[config.mk]
export PLATFORM = sky130hd
export DESIGN_NAME = snitch_fpu_share_arb
export DESIGN_NICKNAME = d
export VERILOG_FILES = /design/src/rtl/snitch_fpu_share_arb.sv
export SDC_FILE = /design/constraint.sdc
export NUM_CORES = 1
export LEC_CHECK = 0
export ABC_AREA = 1
export CORE_AREA = 2 2 465 467
export DETAILED_ROUTE_END_ITERATION = 10
export DIE_AREA = 0 0 467 469
export PLACE_DENSITY = 0.3
export SLEW_MARGIN = 20
export SYNTH_ARGS = -nofsm -noshare
export SYNTH_HDL_FRONTEND = slang
export SYNTH_SLANG_ARGS = --single-unit
[constraint.sdc]
create_clock -name clk_i -period 4.11 [get_ports clk_i]
set_input_delay 1.0275 -clock clk_i [delete_from_list [all_inputs] [get_ports clk_i]]
set_output_delay 1.0275 -clock clk_i [all_outputs]
set_load 0.01 [all_outputs]
[src/rtl/snitch_fpu_share_arb.sv]
// snitch_fpu_share_arb: shares one FPU among NumReq cores.
// Issue side: round-robin arbitration with a held grant while the FPU stalls, and
// the winning index prepended to the FPU tag. Each core's in-flight count is bounded.
// Response side: results are steered back to the originating core using the tag index.
// Responses that cannot belong to any in-flight op are sunk and raise a sticky error.
module snitch_fpu_share_arb #(
  parameter int unsigned NumReq         = 4,
  parameter int unsigned ReqWidth       = 200,
  parameter int unsigned RspWidth       = 69,
  parameter int unsigned TagWidth       = 4,
  parameter int unsigned MaxOutstanding = 4,
  localparam int unsigned IdxW          = $clog2(NumReq),
  localparam int unsigned CntW          = $clog2(MaxOutstanding + 1)
) (
  input  logic                         clk_i,
  input  logic                         rst_i,
  // Core-side issue
  input  logic [NumReq-1:0]            req_valid_i,
  output logic [NumReq-1:0]            req_ready_o,
  input  logic [NumReq*ReqWidth-1:0]   req_data_i,
  input  logic [NumReq*TagWidth-1:0]   req_tag_i,
  // FPU-side issue
  output logic                         fpu_valid_o,
  input  logic                         fpu_ready_i,
  output logic [ReqWidth-1:0]          fpu_data_o,
  output logic [IdxW+TagWidth-1:0]     fpu_tag_o,
  // FPU-side response
  input  logic                         fpu_rsp_valid_i,
  output logic                         fpu_rsp_ready_o,
  input  logic [RspWidth-1:0]          fpu_rsp_data_i,
  input  logic [IdxW+TagWidth-1:0]     fpu_rsp_tag_i,
  // Core-side response
  output logic [NumReq-1:0]            rsp_valid_o,
  input  logic [NumReq-1:0]            rsp_ready_i,
  output logic [RspWidth-1:0]          rsp_data_o,
  output logic [TagWidth-1:0]          rsp_tag_o,
  // Status
  output logic                         busy_o,
  output logic                         err_o
);

  localparam int NR = int'(NumReq);
  localparam logic [CntW-1:0] CntMax = CntW'(MaxOutstanding);
  localparam logic [IdxW-1:0] IdxLast = IdxW'(NumReq - 1);

  // State
  logic [IdxW-1:0] rr_q, rr_d;
  logic            lock_q, lock_d;
  logic [IdxW-1:0] gnt_q, gnt_d;
  logic [CntW-1:0] cnt_q [NumReq];
  logic [CntW-1:0] cnt_d [NumReq];
  logic            err_q, err_d;

  // Issue-side combinational signals
  logic [NumReq-1:0] elig;
  logic [IdxW-1:0]   scan_idx [NumReq];
  logic [IdxW-1:0]   arb_idx;
  logic              arb_found;
  logic [IdxW-1:0]   gnt;
  logic              issue_hs;
  logic [TagWidth-1:0] sel_tag;

  // Response-side combinational signals
  logic [IdxW-1:0] rsp_idx;
  logic            rsp_idx_ok;
  logic [CntW-1:0] rsp_cnt;
  logic            rsp_rdy_sel;
  logic            rsp_bad;
  logic            rsp_hs;
  logic            any_cnt;

  // A core may compete only while it has room for another in-flight op.
  always_comb begin
    elig = '0;
    for (int i = 0; i < NR; i++) begin
      elig[i] = req_valid_i[i] && (cnt_q[i] < CntMax);
    end
  end

  // Scan order rr_q, rr_q+1, ... wrapped modulo NumReq (NumReq need not be a power of two).
  always_comb begin
    for (int k = 0; k < NR; k++) begin
      if (int'(rr_q) + k >= NR) begin
        scan_idx[k] = IdxW'(int'(rr_q) + k - NR);
      end else begin
        scan_idx[k] = IdxW'(int'(rr_q) + k);
      end
    end
  end

  // Round-robin pick: first eligible core in scan order.
  always_comb begin
    arb_idx   = '0;
    arb_found = 1'b0;
    for (int k = 0; k < NR; k++) begin
      if (!arb_found && elig[scan_idx[k]]) begin
        arb_found = 1'b1;
        arb_idx   = scan_idx[k];
      end
    end
  end

  // Grant, FPU valid and per-core ready; valid never looks at fpu_ready_i.
  always_comb begin
    gnt         = lock_q ? gnt_q : arb_idx;
    fpu_valid_o = lock_q | arb_found;
    issue_hs    = fpu_valid_o & fpu_ready_i;
    req_ready_o = '0;
    for (int i = 0; i < NR; i++) begin
      req_ready_o[i] = issue_hs && (gnt == IdxW'(i));
    end
  end

  // Payload and tag mux for the granted core.
  always_comb begin
    fpu_data_o = '0;
    sel_tag    = '0;
    for (int i = 0; i < NR; i++) begin
      if (gnt == IdxW'(i)) begin
        fpu_data_o = req_data_i[i*ReqWidth +: ReqWidth];
        sel_tag    = req_tag_i[i*TagWidth +: TagWidth];
      end
    end
    fpu_tag_o = {gnt, sel_tag};
  end

  // Decode the response tag and look up the target core's state.
  always_comb begin
    rsp_idx     = fpu_rsp_tag_i[IdxW+TagWidth-1:TagWidth];
    rsp_idx_ok  = 1'b0;
    rsp_cnt     = '0;
    rsp_rdy_sel = 1'b0;
    for (int i = 0; i < NR; i++) begin
      if (rsp_idx == IdxW'(i)) begin
        rsp_idx_ok  = 1'b1;
        rsp_cnt     = cnt_q[i];
        rsp_rdy_sel = rsp_ready_i[i];
      end
    end
  end

  // Route the response; orphan responses are accepted unconditionally so the FPU never stalls.
  always_comb begin
    rsp_bad         = fpu_rsp_valid_i && (!rsp_idx_ok || (rsp_cnt == '0));
    rsp_hs          = fpu_rsp_valid_i && !rsp_bad && rsp_rdy_sel;
    fpu_rsp_ready_o = fpu_rsp_valid_i && (rsp_bad || rsp_rdy_sel);
    rsp_valid_o     = '0;
    for (int i = 0; i < NR; i++) begin
      rsp_valid_o[i] = fpu_rsp_valid_i && !rsp_bad && (rsp_idx == IdxW'(i));
    end
    rsp_data_o = fpu_rsp_data_i;
    rsp_tag_o  = fpu_rsp_tag_i[TagWidth-1:0];
  end

  // Outstanding counters: same-cycle issue and response to one core cancel out.
  always_comb begin
    for (int i = 0; i < NR; i++) begin
      logic inc;
      logic dec;
      inc      = issue_hs && (gnt == IdxW'(i));
      dec      = rsp_hs && (rsp_idx == IdxW'(i));
      cnt_d[i] = cnt_q[i];
      if (inc && !dec) begin
        cnt_d[i] = cnt_q[i] + 1'b1;
      end else if (dec && !inc) begin
        cnt_d[i] = cnt_q[i] - 1'b1;
      end
    end
  end

  // Pointer, lock and error next-state.
  always_comb begin
    rr_d   = rr_q;
    lock_d = lock_q;
    gnt_d  = gnt_q;
    err_d  = err_q | rsp_bad;
    if (issue_hs) begin
      rr_d   = (gnt == IdxLast) ? '0 : gnt + 1'b1;
      lock_d = 1'b0;
    end else if (fpu_valid_o) begin
      // FPU stalled: hold this grant so the offered payload cannot change under it.
      lock_d = 1'b1;
      gnt_d  = gnt;
    end
  end

  // Busy whenever anything is offered or still in flight.
  always_comb begin
    any_cnt = 1'b0;
    for (int i = 0; i < NR; i++) begin
      any_cnt = any_cnt | (cnt_q[i] != '0);
    end
    busy_o = fpu_valid_o | any_cnt;
    err_o  = err_q;
  end

  // State registers with asynchronous reset.
  always_ff @(posedge clk_i or posedge rst_i) begin
    if (rst_i) begin
      rr_q   <= '0;
      lock_q <= 1'b0;
      gnt_q  <= '0;
      err_q  <= 1'b0;
      for (int i = 0; i < NR; i++) begin
        cnt_q[i] <= '0;
      end
    end else begin
      rr_q   <= rr_d;
      lock_q <= lock_d;
      gnt_q  <= gnt_d;
      err_q  <= err_d;
      for (int i = 0; i < NR; i++) begin
        cnt_q[i] <= cnt_d[i];
      end
    end
  end

endmodule

==> impl_metrics.env <==
export IMPL_cts_sinks=18
export IMPL_maxSlewViolCount=0
export IMPL_dpl_hpwl_mm=168
export IMPL_drc=0
export IMPL_cp_required_ns=3.08
export IMPL_cts_tree="built"
export IMPL_vias=16800
export IMPL_clock_path_buffers=2
export IMPL_wl_met3_mm=24.8
export IMPL_avgSynthCellArea_sq_um=6.10
export IMPL_rsz0062_at_grt="true"
export IMPL_synth_nets=2127
export IMPL_wl_per_cell_microns=35.0
export IMPL_worst_hold_path_type="reg2reg"
export IMPL_syn_inst=1212
export IMPL_slew_limit_headroom_pct=45.2
export IMPL_failed_checks="negative setup slack"
export IMPL_synth_seq_area_share_pct=6.09
export IMPL_gr_usage_all_layers_pct=16.1
export IMPL_clock_skew_ns=0.00174
export IMPL_cts_root_buf="clkbuf_16"
export IMPL_path_class="in2out"
export IMPL_startpoint="req_valid_i[3]"
export IMPL_async_flop_share_pct=100
export IMPL_critPathArrivalTime_ns=3.58
export IMPL_finalCritPeriodShare_pct=112
export IMPL_drv_cap=0
export IMPL_ios=1194
export IMPL_final_setup_viol_count=208
export IMPL_detail_route_antenna_nets=0
export IMPL_met1_length_mm=69.3
export IMPL_hold_path_startpoint="gnt_q[1]"
export IMPL_finalCriticalPeriod_ns=4.61
export IMPL_gp_congestion=0.942
export IMPL_pwr_density_cell_nw_per_um2=1310
export IMPL_dominantRegCellSynth="dfrtp_1"
export IMPL_vdd_ir_drop_worst_mv=0.450
export IMPL_drt_iter0_markers=996
export IMPL_grt_max_degree=22
export IMPL_cp_slowest_stage_delay_ns=0.34
export IMPL_status="finished with violations"
export IMPL_nets=3404
export IMPL_path_cells="buf_8 -> nand3_4 -> nand3_4 -> nand2_8 -> nand4_4 -> nand4_1 -> nand2_1 -> nand2_2 -> inv_4 -> ha_4 -> nor2_4 -> buf_12 -> buf_16 -> buf_16 -> buf_6 -> a221oi_2 -> o31ai_4 -> buf_12"
export IMPL_worstSetupStartpointType="input pin"
export IMPL_layout_commonest_cell="clkdlybuf4s50_1"
export IMPL_die_x_microns=467
export IMPL_synth_edf_count=0
export IMPL_worstMarginPinSlew_ns=0.821
export IMPL_wl_met2_mm=89.1
export IMPL_p_sw_share_pct=49.1
export IMPL_drt_pass1_iter_count=5
export IMPL_gr_total_overflow=0
export IMPL_dieArea_sq_um=219000
export IMPL_post_place_ws_ns=-1.83
export IMPL_finalHoldViolations=0
export IMPL_rows=170
export IMPL_max_freq_mhz=217
export IMPL_portBuffers=1047
export IMPL_totalWireLength_mm=188
export IMPL_htree_levels=1
export IMPL_place_area_sq_um=24000
export IMPL_p_sw_mw=19.4
export IMPL_fin_ws_ns=-0.499
export IMPL_slowest_stage="o31ai_4"
export IMPL_p_int_mw=20.1
export IMPL_p_leak_nw=10.7
export IMPL_grt_pass1_wl_mm=221
export IMPL_yosys_warnings=0
export IMPL_r2r_start="rr_q[0]"
export IMPL_die_height_microns=469
export IMPL_grt_pass1_vias=16700
export IMPL_netlist_area_sq_um=7400
export IMPL_vias_per_cell=3.14
export IMPL_path_max_fanout=9
export IMPL_core_sq_um=214000
export IMPL_final_cell_mix="clkdlybuf4s50_1, buf_4, nand2_1"
export IMPL_setup_tns_ns=-65.49
export IMPL_ys_ff_latch=18
export IMPL_top_layer="met5"
export IMPL_p_comb_share_pct=98.6
export IMPL_clk_pin_slew_worst_paths_ns=0.05
export IMPL_fin_area_sq_um=30100
export IMPL_seqPwrFrac_pct=0.9
export IMPL_cts_buffers=3
export IMPL_initial_core_util_pct=3.46
export IMPL_area_growth_pct=307
export IMPL_synth_cell_types=33
export IMPL_drive_gt1_share_pct=43.8
export IMPL_clockPowerShare_pct=0.5
export IMPL_clk_latency_ns=0.25
export IMPL_end_kind="primary output"
export IMPL_antenna_found_initial=251
-- state kept, by name (all words and copies together), names as in the netlist --
name / flops
cnt_q: 12
gnt_q: 2
rr_q: 2
err_o: 1
lock_q: 1
-- synthesized netlist by cell type (5+ instances only) --
library cell,instances,area [sq um]
a221oi_1,204,1790
clkbuf_1,87,327
dfrtp_1,18,450
nand2_2,5,31.3
ha_1,8,100
inv_1,26,97.6
buf_2,34,170
buf_4,78,586
buf_1,9,33.8
o31ai_1,204,1530
nand2_1,246,923
nand3_1,16,80.1
nor2_1,222,833
-- cell families after synthesis --
| group | share of synthesized area (%) |
|---|---|
| buf+inv | 16.9 |
| xor+xnor | 0.947 |
| mux | 0.609 |
| flops | 6.09 |
| simple gates | 27.2 |
| fa+ha+maj | 2.44 |
| compound gates | 45.8 |
-- per-stage QoR --
step           power, mW  hold WS, ns  util [%]  instances
2_1_floorplan       10.2        0.441         -       1212
3_3_place_gp        29.9        0.463      11.2       5140
4_1_cts             35.7        0.491      12.8       5259
6_report            39.4        0.485      14.1       5372
5_1_grt             41.2        0.506      14.1       5341
3_5_place_dp        29.8        0.477      11.2       5140
-- worst max-delay path: cells and delay by family --
kind	cells	cell delay [ns]
adder cells (fa/ha/maj)	1	0.18
AO/OA/AOI/OAI	2	0.40
AND/OR/NAND/NOR	8	0.92
buffers and inverters	7	0.99
-- what timing repair did --
action | 4_1_cts | 5_1_grt
setup endpoints to repair | 220 | 211
gates cloned | 16 | 13
gates resized for setup | 972 | 359
endpoints found under the hold margin | 0 | 0
hold buffers | 0 | 0
setup buffers | 106 | 70
pin swaps | 86 | 87
-- layer usage --
metal	vias up	global-route usage (%)
met1	7912	18.1
met2	1289	28.0
met5	-	0
li1	7135	-
met3	385	8.10
met4	128	1.26
-- path summary, 6_finish.rpt --
kind	endpoint	slack [ns]	depth (start not counted)
setup / recovery	fpu_data_o[120]	-0.50	18
hold / removal	gnt_q[1]	0.49	2
setup reg to reg	cnt_q[5]	0.39	24
hold reg to reg	gnt_q[1]	0.49	2
max in group asynchronous	rr_q[0]	2.17	2
min in group asynchronous	lock_q	1.39	2
-- power groups by stage --
| stage | Combinational, mW | Sequential, mW | Clock (mW) |
|---|---|---|---|
| after floorplan | 9.84 | 0.330 | 0 |
| after global placement | 29.6 | 0.357 | 0 |
| after detailed placement | 29.4 | 0.360 | 0 |
| after CTS | 35.1 | 0.364 | 0.202 |
| after global routing | 40.7 | 0.371 | 0.208 |
| final | 38.9 | 0.352 | 0.199 |
-- cell type report --
type	instances	area [sq um]
fillers	24300	184000
repair buffers	1481	16100
multi-input cells	953	9690
well taps	2838	3550
flip-flops and latches	18	452
inverters	32	144
diodes	47	118
clock buffers	3	75.1
No activity file was read; power rests on OpenSTA's default activity.
